--- config.mk ---
export PLATFORM = sky130hd
export DESIGN_NAME = tail_light_seq
export DESIGN_NICKNAME = d
export VERILOG_FILES = /design/src/rtl/tail_light_pkg.sv /design/src/rtl/tail_light_seq_tick_prescaler.sv /design/src/rtl/tail_light_seq.sv
export SDC_FILE = /design/constraint.sdc
export NUM_CORES = 1
export LEC_CHECK = 0
export ABC_CLOCK_PERIOD_IN_PS = 1100
export BUFFER_PORTS_ARGS = -buffer_cell sky130_fd_sc_hd__clkbuf_2
export CORE_AREA = 2 2 39 41
export CTS_BUF_LIST = sky130_fd_sc_hd__clkbuf_4 sky130_fd_sc_hd__clkbuf_8
export CTS_CLUSTER_SIZE = 12
export DETAILED_ROUTE_END_ITERATION = 16
export DIE_AREA = 0 0 41 43
export GPL_TIMING_DRIVEN = 0
export REMOVE_ABC_BUFFERS = 1
export SETUP_SLACK_MARGIN = 0.2
export SLEW_MARGIN = 20
export SYNTH_ARGS = -nofsm -noshare
export SYNTH_HDL_FRONTEND = slang
export SYNTH_SLANG_ARGS = --single-unit
--- constraint.sdc ---
create_clock -name clk -period 1.1 [get_ports clk]
set_clock_uncertainty 0.1 [all_clocks]
set_input_delay 0.22 -clock clk [delete_from_list [all_inputs] [get_ports clk]]
set_output_delay 0.22 -clock clk [all_outputs]
set_load 0.01 [all_outputs]
--- src/rtl/tail_light_pkg.sv ---
// Shared types for the tail-light sequencer: the controller state encoding.
package tail_light_pkg;

    typedef enum logic [2:0] {
        IDLE    = 3'd0,
        SEQ_L   = 3'd1,
        SEQ_R   = 3'd2,
        HAZ_ON  = 3'd3,
        HAZ_OFF = 3'd4
    } state_t;

endpackage

--- src/rtl/tail_light_seq_tick_prescaler.sv ---
// Divides clk down to a one-cycle step strobe every TICK_DIV cycles.
module tick_prescaler #(
    parameter int TICK_DIV = 1
) (
    input  logic clk,
    input  logic reset_n,
    output logic tick
);

    localparam int PW = (TICK_DIV > 1) ? $clog2(TICK_DIV) : 1;
    localparam logic [PW-1:0] PCNT_LAST = PW'(TICK_DIV - 1);
    localparam logic [PW-1:0] PCNT_ONE  = PW'(1);

    logic [PW-1:0] pcnt_q;
    logic [PW-1:0] pcnt_d;

    // Strobe on the last count and wrap back to zero.
    always_comb begin
        tick = (pcnt_q == PCNT_LAST);
        if (tick) begin
            pcnt_d = '0;
        end else begin
            pcnt_d = pcnt_q + PCNT_ONE;
        end
    end

    // Prescaler count register.
    always_ff @(posedge clk or negedge reset_n) begin
        if (!reset_n) begin
            pcnt_q <= '0;
        end else begin
            pcnt_q <= pcnt_d;
        end
    end

endmodule

--- src/rtl/tail_light_seq.sv ---
// Turn-signal / hazard / brake tail-lamp sequencer driving NLAMPS lamps per side.
module tail_light_seq
    import tail_light_pkg::*;
#(
    parameter int NLAMPS   = 3,
    parameter int TICK_DIV = 1
) (
    input  logic              clk,
    input  logic              reset_n,
    input  logic              left,
    input  logic              right,
    input  logic              hazard,
    input  logic              brake,
    output logic [NLAMPS-1:0] lamp_l,
    output logic [NLAMPS-1:0] lamp_r
);

    localparam int SW = (NLAMPS > 0) ? $clog2(NLAMPS + 1) : 1;
    localparam logic [SW-1:0] STEP_ONE  = SW'(1);
    localparam logic [SW-1:0] STEP_LAST = SW'(NLAMPS);

    state_t          state_q;
    state_t          state_d;
    logic [SW-1:0]   step_q;
    logic [SW-1:0]   step_d;
    logic            brake_q;
    logic            tick;
    logic            haz_req;
    logic [NLAMPS-1:0] thermo;
    logic [NLAMPS-1:0] brake_vec;

    tick_prescaler #(
        .TICK_DIV (TICK_DIV)
    ) u_prescaler (
        .clk     (clk),
        .reset_n (reset_n),
        .tick    (tick)
    );

    // State, step and brake registers.
    always_ff @(posedge clk or negedge reset_n) begin
        if (!reset_n) begin
            state_q <= IDLE;
            step_q  <= '0;
            brake_q <= 1'b0;
        end else begin
            state_q <= state_d;
            step_q  <= step_d;
            brake_q <= brake;
        end
    end

    // Next-state logic; requests are only looked at on tick edges.
    always_comb begin
        haz_req = hazard | (left & right);
        state_d = state_q;
        step_d  = step_q;
        if (tick) begin
            case (state_q)
                IDLE: begin
                    if (haz_req) begin
                        state_d = HAZ_ON;
                        step_d  = '0;
                    end else if (left) begin
                        state_d = SEQ_L;
                        step_d  = STEP_ONE;
                    end else if (right) begin
                        state_d = SEQ_R;
                        step_d  = STEP_ONE;
                    end else begin
                        state_d = IDLE;
                        step_d  = '0;
                    end
                end
                SEQ_L, SEQ_R: begin
                    if (hazard) begin
                        state_d = HAZ_ON;
                        step_d  = '0;
                    end else if (step_q == STEP_LAST) begin
                        state_d = IDLE;
                        step_d  = '0;
                    end else begin
                        state_d = state_q;
                        step_d  = step_q + STEP_ONE;
                    end
                end
                HAZ_ON: begin
                    step_d = '0;
                    if (haz_req) begin
                        state_d = HAZ_OFF;
                    end else begin
                        state_d = IDLE;
                    end
                end
                HAZ_OFF: begin
                    step_d = '0;
                    if (haz_req) begin
                        state_d = HAZ_ON;
                    end else begin
                        state_d = IDLE;
                    end
                end
                default: begin
                    state_d = IDLE;
                    step_d  = '0;
                end
            endcase
        end else begin
            state_d = state_q;
            step_d  = step_q;
        end
    end

    // Lamp decode: thermometer fills from the innermost lamp outward.
    always_comb begin
        brake_vec = {NLAMPS{brake_q}};
        for (int i = 0; i < NLAMPS; i++) begin
            thermo[i] = (SW'(i) < step_q);
        end
        case (state_q)
            SEQ_L: begin
                lamp_l = thermo;
                lamp_r = brake_vec;
            end
            SEQ_R: begin
                lamp_l = brake_vec;
                lamp_r = thermo;
            end
            HAZ_ON: begin
                lamp_l = '1;
                lamp_r = '1;
            end
            HAZ_OFF: begin
                lamp_l = '0;
                lamp_r = '0;
            end
            IDLE: begin
                lamp_l = brake_vec;
                lamp_r = brake_vec;
            end
            default: begin
                lamp_l = '0;
                lamp_r = '0;
            end
        endcase
    end

endmodule

== Yosys cells after proc, flatten, opt, wreduce, memory -nomap -nowiden ==
Cells that the tools add are included.

* Add/sub/neg operators: 2
* Magnitude comparators: 3
* Eq/ne operators: 6
* Muxes and demuxes: 17
* Bitwise operators: 3
* Reduce and logical (&&, ||, !) cells: 5

{| class="wikitable"
|+ Operator list
! cell !! number
|-
| $pmux 3 s3 || 2
|-
| $mux 2 || 6
|-
| $pmux 3 s4 || 1
|-
| $mux 3 || 3
|-
| $eq 3x2->1 const B || 2
|-
| $reduce_or 2->1 || 3
|-
| $lt 1x2->1 const A || 2
|-
| $mux 1 || 4
|-
| $pmux 2 s2 || 1
|-
| $eq 3x1->1 const B || 1
|-
| $eq 3x3->1 const B || 1
|-
| $logic_not 3->1 || 1
|-
| $ne 3x3->1 const B || 1
|-
| $add 2x1->2 const B || 1
|-
| $eq 2x2->1 const B || 1
|-
| $lt 2x2->1 const A || 1
|-
| $reduce_and 2->1 || 1
|-
| $add 1x1->1 const B || 1
|-
| $and 1x1->1 || 1
|-
| $not 1->1 || 1
|-
| $or 1x1->1 || 1
|}

* Bits in registers: 7
* Bits of input ports: 6

== Depth between registers and ports, before layout ==
Gate-level depths: netlist (run 1).

* Word-level depth: 4
* Depth in mapped cells: 4
* Depth with buffers taken out: 4

== Modules after synthesis ==
Synthesis (run 1) repeated with hierarchy kept, for this count alone.

* Cells, all modules: 55
* Area, all modules: 486.7 sq um

{| class="wikitable"
|+ Modules (own cells, without submodules)
! module !! instances !! cells each !! area an instance (sq um) !! sequential area each (sq um)
|-
| tail_light_seq || 1 || 53 || 475.5 || 150.1
|-
| tick_prescaler || 1 || 2 || 11.3 || 0.0
|}

== Worst setup path before layout (run 1) ==
Ideal clock, no wire load.

* Path kind: flip-flop to output port
* Start: reg state_q[0]
* End: out lamp_l[0]
* Arrival: 1.050 ns
* Required time: 0.780 ns
* Path slack: -0.270 ns
* Stages on the path, launching flop included: 4
* Cells stage by stage: dfrtp_1 > buf_2 > nor2b_1 > a211oi_1

* Longest elaborated chain between the ends: 3
* Elaborated cells on any way between the ends: 6
* Classes of those cells: 3 x eq/ne; 1 x mux; 2 x reduce/logical

{| class="wikitable"
|+ RTL lines
! what !! line !! RTL
|-
| start, declared || tail_light_seq.sv:22 || <nowiki>state_t state_q;</nowiki>
|-
| start signal, assigned || tail_light_seq.sv:47 || <nowiki>state_q <= state_d;</nowiki>
|-
| $eq 3x2->1 or $logic_not 3->1 (tied branches) || tail_light_seq.sv:120 || <nowiki>case (state_q)</nowiki>
|-
| $reduce_or 2->1 (no line) || -- ||
|-
| $pmux 3 s3 (*) || tail_light_seq.sv:120 ||
|-
| end, declared || tail_light_seq.sv:14 || <nowiki>output logic [NLAMPS-1:0] lamp_l,</nowiki>
|}

Every way passes the cells marked *; elsewhere a longest branch is shown, timed or not.

== Final worst setup path (run 1) ==
* Start: reg step_q[1]
* End: out lamp_l[2]

* Longest elaborated chain between the ends: 2

{| class="wikitable"
|+ RTL lines
! what !! line !! RTL
|-
| start, declared || tail_light_seq.sv:24 || <nowiki>logic [SW-1:0] step_q;</nowiki>
|-
| start signal, assigned || tail_light_seq.sv:48 || <nowiki>step_q <= step_d;</nowiki>
|-
| $lt 2x2->1 || tail_light_seq.sv:118 || <nowiki>thermo[i] = (SW'(i) < step_q);</nowiki>
|-
| $pmux 3 s3 || tail_light_seq.sv:120 ||
|}

No other way between the ends.

==> results of run 1 <==
==> layer usage <==
layer  vias to the layer above  global-route usage (%)  part of all wire [%]
met5                         -                       0                     0
met4                         0                    6.00                  0.93
met3                         4                    6.28                   6.4
met2                        17                    21.3                    56
met1                       236                    16.4                    36
li1                        230                       -                     -
==> area by class of cell <==
class | instances | area (um2)
clock buffer | 3 | 22.5
tap | 16 | 20.0
fill | 128 | 587
sequential | 6 | 154
timing repair buffer | 28 | 221
inverter | 4 | 15.0
multi-input combinational | 36 | 364
==> Yosys cell counts <==
cell type,instances
o311ai_0,2
dfrtp_1,6
buf_2,3
nor4bb_1,1
nor3_1,2
o21ai_0,2
a211oi_1,3
buf_4,1
or4b_4,1
xor2_1,2
and3_1,1
nor2_1,8
nor2b_1,1
a31oi_1,1
a22oi_1,1
inv_1,4
nand2_1,1
a21oi_2,1
o21a_1,3
nand2b_1,1
nand3_1,2
ha_1,3
==> stage by stage <==
stage	setup TNS, ns	hold WS (ns)
after floorplan	-1.23	-0.176
after detailed placement	-2.37	-0.0481
after global placement	-2.27	-0.0506
final	-3.76	0.203
after CTS	-3.41	0.151
after global routing	-4.27	0.216
==> worst max path at each step <==
stage	to	depth (start not counted)
4_1_cts	lamp_r[0]	5
3_5_place_dp	lamp_l[1]	3
6_report	lamp_l[2]	4
5_1_grt	lamp_l[2]	4
2_1_floorplan	lamp_l[0]	2
3_3_place_gp	lamp_l[1]	3
==> power by group through the flow <==
stage / Clock (W) / Combinational (W) / Sequential [W]
after global placement: 0 / 0.000725 / 0.000478
final: 0.000199 / 0.00170 / 0.000437
after detailed placement: 0 / 0.000740 / 0.000478
after floorplan: 0 / 0.000522 / 0.000426
after CTS: 0.000204 / 0.00122 / 0.000415
after global routing: 0.000225 / 0.00184 / 0.000453
==> cells in the final DEF, fill, tap and decap left out, types with 2 or more instances in the layout <==
cell / n
dfrtp_1: 3
ha_2: 2
clkbuf_2: 7
nand3_2: 2
inv_2: 3
nor2_2: 3
a211oi_2: 3
dfrtp_2: 3
nor2_1: 5
o21a_1: 3
buf_6: 9
buf_4: 6
buf_2: 4
clkbuf_4: 3
dlygate4sd3_1: 2
==> cells by family (layout without fill, tap and decap cells) <==
| family | count (synthesis) | count (layout) |
|---|---|---|
| AO/OA/AOI/OAI | 13 | 13 |
| flip-flops | 6 | 6 |
| buffers and inverters | 8 | 35 |
| XOR/XNOR | 2 | 2 |
| AND/OR/NAND/NOR | 18 | 18 |
| adder cells (fa/ha/maj) | 3 | 3 |
==> state kept, by name, indices dropped and copies added (netlist names) <==
name and flops:
brake_q 1, step_q 2, state_q 3
==> timing repair <==
action | in CTS | in global routing
setup buffers | 9 | 6
hold buffers | 2 | 0
pin swaps | 8 | 11
gates resized for setup | 18 | 29
endpoints found under the hold margin | 7 | 0
endpoints found under the setup margin | 11 | 11
==> run metrics, run 1 <==
overall power=0.00233 W; Yosys warnings=0; internal power=0.00139 W; Placed Area=487 um2; CP delay by family, top=flip-flops; Slew Viols, Final=0; die width=41 um; CP endpoint kind=primary output; nets@finish=88; Total Die Area=1760 um2; final hold viol count=0; Slew headroom=79.8%; critical path startpoint=step_q[1]; root buf cell=clkbuf_4; DR vias/cell=5.24; worst-margin pin slew=0.299 ns; grt ovf=0; Final setup viols=10; core footprint=1380 um2; Startpoint Class=flip-flop; status=finished with violations; Clock Latency Late Sink=0.24 ns; total power per unit cell area=2930 nW/um2; Place WS=-0.353 ns; Syn Area/Cell=8.68 um2; CP max FO=4; IO Pins=12; post-synthesis mux area share=0%; Final Core Density=57.6%; drt first pass iters=4; Finished Layout Cells=93; Tcrit/Tclk final=144%; Max Cap Viol=0; Worst IR Drop VDD=1710 uV; Clk pin slew, worst setup/hold paths=0.04 ns; vias in the first global route=379; largest family of logic cells by synthesized area=simple AND/OR/NAND/NOR gates; Synth Area in XOR/XNOR=4.03%; worst r2r src=state_q[0]; post-route design area=797 um2; Crit path buffers/inverters=2; Num CTS Buffers=3; final setup margin=-0.483 ns; CTS tree=yes; RSZ-0062 raised after global routing=yes; post-synth cell types=22; top cell type's share of synthesized area=34.6%; sequential power share=18.7%; critical-path cell list=ha_2 > inv_2 > a211oi_2 > buf_2; adder-cell share of the synthesized area=8.65%; CTS Sinks=6; clk buf depth=2; final wirelength=1180 um; share of layout cells above drive strength 1=74.0%; data arrival time of the critical path=1.26 ns; Tmin final=1.58 ns; Die Ht=43 um; sequential-to-total area share from yosys stat=34.6%; # diodes=0; failing checks=setup timing; hpwl dp=585 um; vias=487; Placed Cells=73; switching share of total power=40.3%; Min-Delay Path Depth=2; Hold Crit Class=input pin to flip-flop; Hold Path Sink=step_q[0]; cell leakage power=0.368 nW; GPL Wtd Cong=0.734; Fmax=632 MHz; drt initial violations=7; P&R area growth vs syn=83.6%; area leader, netlist=dfrtp_1; Routed Antenna Nets=0; Worst R2R Path Depth=4; P_sw=0.000941 W; synthesized netlist cell count=50; H-tree Lvls=1; Initial Util=31.4%; Worst Path Class, Setup=flip-flop to primary output; # rows=14; CP peak stage delay=0.41 ns; Simple-Gate Fraction of Synth Area=22.2%; global-route wire length before repair=1640 um; IO buf count=11; synthesized flop and latch total=6; Register-to-Register Setup Slack=-0.34 ns; GRT Total Usage=14.1%; Synth Cell Area=434 um2; synth top area cells=dfrtp_1 35%, ha_1 8.6%, nor2_1 6.9%, a211oi_1 5.2%, o21a_1 5.2%; initial antenna violation count=0; maximum number of pins on one net before global-route repair=10; Synth Area in Compound Gates=21.9%; Comb pwr share=72.7%; required time worst endpoint=0.78 ns; worst hold start=hazard; Remaining DRCs=0; Clk network pwr share=8.5%; Routed WL per cell=12.7 um; slowest stage cell, crit path=dfrtp_1; worst r2r dst=state_q[1]
(Power assumes the default switching activity.)
==> run 2, diff against run 1 <==
--- a/config.mk
+++ b/config.mk
@@ -15,6 +15,7 @@
 export GPL_TIMING_DRIVEN = 0
 export REMOVE_ABC_BUFFERS = 1
 export SETUP_SLACK_MARGIN = 0.2
+export SKIP_CTS_REPAIR_TIMING = 1
 export SLEW_MARGIN = 20
 export SYNTH_ARGS = -nofsm -noshare
 export SYNTH_HDL_FRONTEND = slang
==> run metrics, run 2 (synthesis results as in run 1) <==
worst r2r src=state_q[0]; CTS tree=yes; GRT Total Usage=11.7% (-2.3 points); # rows=14 (unchanged); Remaining DRCs=0 (unchanged); worst hold slack=0.178 ns (-0.0255 ns); final hold viol count=0 (unchanged); Worst Path Class, Setup=flip-flop to primary output; GPL Wtd Cong=0.734 (unchanged); Slew Viols, Final=0 (unchanged); Worst R2R Path Depth=4 (unchanged); final setup margin=-0.465 ns (+0.0177 ns); # diodes=0 (unchanged); RSZ-0062 raised after global routing=yes; max reg flops=3 (unchanged); Final setup viols=10 (unchanged); top flop regs=state_q: 3 flops, step_q: 2 flops, brake_q: 1 flops; failing checks=setup timing; Initial Util=31.4% (unchanged); Clk pin slew, worst setup/hold paths=0.04 ns (about the same); final wirelength=1150 um (-2.4%); critical-path cell list=ha_2 > inv_2 > a211oi_2 > buf_2; Register-to-Register Setup Slack=-0.38 ns (-0.04 ns); CTS Sinks=6 (unchanged); worst-margin pin slew=0.373 ns (+0.0738 ns); core footprint=1380 um2 (unchanged); Startpoint Class=flip-flop; clk buf depth=2 (unchanged); Crit path buffers/inverters=2 (unchanged); Max Cap Viol=0 (unchanged); Total Die Area=1760 um2 (unchanged); drt first pass iters=2 (-2); Worst IR Drop VDD=1720 uV (+0.51%); vias=448 (-8.0%); largest reg by FF count=state_q; Num CTS Buffers=3 (unchanged); IO buf count=11 (unchanged); Clock Latency Late Sink=0.24 ns (about the same); vias in the first global route=327 (-14%); CP peak stage delay=0.40 ns (about the same); critical path startpoint=step_q[1]; nets@finish=86 (-2.3%); die width=41 um (unchanged); Die Ht=43 um (unchanged); Tcrit/Tclk final=142% (-1.6 points); Routed Antenna Nets=0 (unchanged); total power per unit cell area=2910 nW/um2 (-0.71%); Tmin final=1.57 ns (-0.0177 ns); initial antenna violation count=0 (unchanged); Fmax=639 MHz (+1.1%); DR vias/cell=4.92 (-6.0%); Hold Crit Class=input pin to flip-flop; worst r2r dst=state_q[0]; H-tree Lvls=1 (unchanged); Final Core Density=52.2% (-5.4 points); grt ovf=0 (unchanged); Routed WL per cell=12.6 um (-0.23%); status=finished with violations; most frequent cells in the layout=8 x buf_4, 6 x clkbuf_2, 5 x nor2_1, 5 x buf_2, 5 x buf_6; Worst Setup EP=lamp_l[2]; Slew headroom=74.8% (-5.0 points); Min-Delay Path Depth=2 (unchanged); CP max FO=4 (unchanged); Worst path depth=4 (unchanged); IO Pins=12 (unchanged); share of layout cells above drive strength 1=64.0% (-10 points); data arrival time of the critical path=1.25 ns (about the same); P&R area growth vs syn=66.3%; CP endpoint kind=primary output; post-route design area=722 um2 (-9.4%); slowest stage cell, crit path=dfrtp_1; maximum number of pins on one net before global-route repair=13 (+3); Placed Area=487 um2 (unchanged); CP delay by family, top=flip-flops; hpwl dp=585 um (unchanged); Place WS=-0.353 ns (unchanged); required time worst endpoint=0.78 ns (about the same); leading cell type in the layout, fill and taps excluded=buf_4; drt initial violations=6 (-1); root buf cell=clkbuf_4; global-route wire length before repair=1350 um (-18%); cell leakage power=0.345 nW (-6.3%)
-- run 2: changes by cell type in the layout (fill, tap and decap cells not counted), sizes merged --
cell    delta
buf        -1
clkbuf     -1
-- run 2: final cells by class --
cell class / count / area, um2
fillers: 138 / 662
multi-input cells: 36 / 319
repair buffers: 26 / 191
flip-flops and latches: 6 / 154
clock buffers: 3 / 22.5
well taps: 16 / 20.0
inverters: 4 / 15.0
-- run 2: metrics by stage --
stage               setup TNS (ns)  power (W)  std cells
finish                       -3.77    0.00210         91
global route                 -4.33    0.00229         91
CTS                          -3.97    0.00142         76
detailed placement           -2.37    0.00122         73
global placement             -2.27    0.00120         73
floorplan                    -1.23   0.000948         46
-- run 2: report_power, final --
| part | internal [W] | switching (W) | total (W) |
|---|---|---|---|
| clock network | 0.000123 | 0.0000752 | 0.000198 |
| registers | 0.000309 | 0.000148 | 0.000456 |
| logic | 0.000812 | 0.000632 | 0.00144 |
-- run 2: worst register-to-register path: stages, from the launching register on --
cell     delay, ns
dfrtp_2       0.43
buf_6         0.14
buf_6         0.11
or4b_4        0.55
nand3_2       0.09
-- run 2: worst min-delay path by stage --
| stage | endpoint | start |
|---|---|---|
| 2_1_floorplan | brake_q | reset_n |
| 3_3_place_gp | brake_q | reset_n |
| 3_5_place_dp | state_q[2] | reset_n |
| 4_1_cts | brake_q | reset_n |
| 5_1_grt | step_q[0] | hazard |
| 6_report | step_q[0] | hazard |
-- run 2: layer usage --
| layer | GRT usage, % | share of wire [%] |
|---|---|---|
| met5 | 0 | 0 |
| met4 | 6.00 | 0.78 |
| met3 | 6.28 | 5.8 |
| met2 | 15.9 | 55 |
| met1 | 14.5 | 38 |
==> run 3, diff against run 2 <==
--- a/config.mk
+++ b/config.mk
@@ -5,6 +5,7 @@
 export SDC_FILE = /design/constraint.sdc
 export NUM_CORES = 1
 export LEC_CHECK = 0
+export ABC_AREA = 1
 export ABC_CLOCK_PERIOD_IN_PS = 1100
 export BUFFER_PORTS_ARGS = -buffer_cell sky130_fd_sc_hd__clkbuf_2
 export CORE_AREA = 2 2 39 41
@@ -16,7 +17,6 @@
 export REMOVE_ABC_BUFFERS = 1
 export SETUP_SLACK_MARGIN = 0.2
 export SKIP_CTS_REPAIR_TIMING = 1
-export SLEW_MARGIN = 20
 export SYNTH_ARGS = -nofsm -noshare
 export SYNTH_HDL_FRONTEND = slang
 export SYNTH_SLANG_ARGS = --single-unit
==> run metrics, run 3 <==
Hold Crit Class=input pin to flip-flop; required time worst endpoint=0.78 ns (about the same); post-synth cell types=10 (-55%); Initial Util=30.0% (-1.4 points); vias in the first global route=316 (-3.4%); Slew Viols, Final=0 (unchanged); ys async rst share=100% (unchanged); CP endpoint kind=primary output; synthesized netlist cell count=60 (+20%); final wirelength=974 um (-15%); drt first pass iters=6 (+4); Simple-Gate Fraction of Synth Area=36.7% (+15 points); Routed WL per cell=9.94 um (-21%); total power per unit cell area=2800 nW/um2 (-3.6%); CP max FO=6 (+2); synthesized flop and latch total=6 (unchanged); core footprint=1380 um2 (unchanged); data arrival time of the critical path=1.23 ns (-0.02 ns); sequential-to-total area share from yosys stat=36.1% (+1.6 points); drt initial violations=8 (+2); setup TNS=-2.91 ns (+0.860 ns); failing checks=setup timing; Tmin final=1.55 ns (-0.0186 ns); main flop type after synthesis=dfrtp_1; post-route design area=609 um2 (-16%); Worst IR Drop VDD=1120 uV (-35%); RSZ-0062 raised after global routing=yes; maximum number of pins on one net before global-route repair=8 (-5); overall power=0.00171 W (-19%); H-tree Lvls=1 (unchanged); area leader, netlist=dfrtp_1; Num CTS Buffers=3 (unchanged); GPL Wtd Cong=0.874 (+19%); hpwl dp=658 um (+13%); post-synthesis mux area share=0% (unchanged); nets@finish=93 (+8.1%); # rows=14 (unchanged); CTS tree=yes; GRT Total Usage=10.4% (-1.4 points); IO buf count=11 (unchanged); most frequent cells in the layout=12 x nand2_1, 11 x inv_1; cell leakage power=0.328 nW (-5.0%); P&R area growth vs syn=46.7%; Clock Latency Late Sink=0.23 ns (about the same); global routing usage on met2=13.4% (-2.5 points); Total Die Area=1760 um2 (unchanged); Synth Cell Area=415 um2 (-4.3%); final setup margin=-0.446 ns (+0.0186 ns); Routed Antenna Nets=0 (unchanged); Max Cap Viol=0 (unchanged); Commonest cells post-synth=16 x nand2_1, 12 x inv_1, 7 x nand3_1; CTS Sinks=6 (unchanged); Yosys warnings=0 (unchanged); top cell type's share of synthesized area=36.1% (+1.6 points); IO Pins=12 (unchanged); Synth Area in XOR/XNOR=0% (-4.0 points); Remaining DRCs=0 (unchanged); worst-margin pin slew=0.183 ns (-0.190 ns); Fmax=647 MHz (+1.2%); vias=447 (-0.22%); fillcell total=145 (+5.1%); Syn Area/Cell=6.92 um2 (-20%); EDFF count, synth=0 (unchanged); top flop regs=state_q: 3 flops, step_q: 2 flops, brake_q: 1 flops; share of layout cells above drive strength 1=41.5% (-23 points); largest reg by FF count=state_q; Worst R2R Path Depth=5 (+1); status=finished with violations; clk buf depth=2 (unchanged); met3 Use GR=3.14% (-3.1 points); Place WS=-0.310 ns (+0.0430 ns); Final setup viols=10 (unchanged); Die Ht=43 um (unchanged); die width=41 um (unchanged); met1 Use GR=14.7% (+0.15 points); busiest grt layer=met1; Tcrit/Tclk final=141% (-1.7 points); root buf cell=clkbuf_4; Multi-input gate area=248 um2 (-22%); leading cell type in the layout, fill and taps excluded=nand2_1; top-count cell post-synth=nand2_1; Synth Area in Compound Gates=7.23% (-15 points); Slew headroom=87.8% (+13 points); Startpoint Class=flip-flop; final hold viol count=0 (unchanged); largest family of logic cells by synthesized area=simple AND/OR/NAND/NOR gates; max reg flops=3 (unchanged); grt ovf=0 (unchanged); adder-cell share of the synthesized area=9.04% (+0.39 points); # diodes=0 (unchanged); initial antenna violation count=0 (unchanged); Worst Path Class, Setup=flip-flop to primary output; DR vias/cell=4.56 (-7.4%); Min-Delay Path Depth=2 (unchanged); worst hold slack=0.110 ns (-0.0680 ns); Clk pin slew, worst setup/hold paths=0.04 ns (about the same); synth top area cells=dfrtp_1 36%, nand2_1 14%, inv_1 11%, ha_1 9.0%, nand3_1 8.4%; Placed Area=490 um2 (+0.77%); Sequential Area=154 um2 (unchanged); global-route wire length before repair=1230 um (-8.7%)
run 3: changes by cell type after synthesis, moves of 2 or more:
cell	before	now
o21ai_0	2	6
buf_2	3	0
inv_1	4	12
nor3_1	2	0
o21a_1	3	0
nor2_1	8	4
nand3_1	2	7
o311ai_0	2	0
nand2_1	1	16
xor2_1	2	0
nand4_1	0	4
a211oi_1	3	0
run 3: path summary, 6_finish.rpt:
kind / slack (ns) / to / startpoint
worst max-delay path: -0.45 / lamp_l[1] / state_q[0]
worst min-delay path: 0.11 / step_q[1] / hazard
worst max register to register: -0.10 / step_q[0] / state_q[0]
worst min register to register: 0.52 / step_q[0] / step_q[0]
max in group asynchronous: 0.50 / state_q[1] / reset_n
min in group asynchronous: 0.25 / brake_q / reset_n
run 3: kinds of logic (layout without fill, tap and decap cells):
group	Yosys count	in the layout
and+or+nand+nor	33	33
DFF	6	6
AOI/OAI and AO/OA	6	6
buffers and inverters	12	34
adders and majority gates	3	3
run 3: cell type report:
class                      instances  area share (%)
sequential                         6            25.3
tap                               16            3.29
multi-input combinational         42            40.7
timing repair buffer              19            19.7
clock buffer                       3            3.70
inverter                          12            7.39
run 3: through the flow:
step                utilization, %  instances
finish                        44.0         98
floorplan                        -         60
global route                  44.0         98
global placement              35.4         87
detailed placement            35.4         87
CTS                           37.1         90
run 3: critical path: stages, from the launching register on:
cell and delay [ns]:
dfrtp_2 0.45, nor2_4 0.17, nand2_2 0.06, nand2_2 0.05, inv_2 0.04, o21ai_1 0.07
buf_2 0.14
run 3: where the power goes:
part / internal [W] / switching (W)
logic: 0.000497 / 0.000567
registers: 0.000307 / 0.000148
clock network: 0.000123 / 0.0000674
total: 0.000926 / 0.000782
run 3: metal layers:
metal | vias to the layer above | routed length [um]
met4 | 0 | 0
met5 | - | 0
met2 | 11 | 491
met1 | 200 | 441
met3 | 0 | 41
li1 | 236 | -
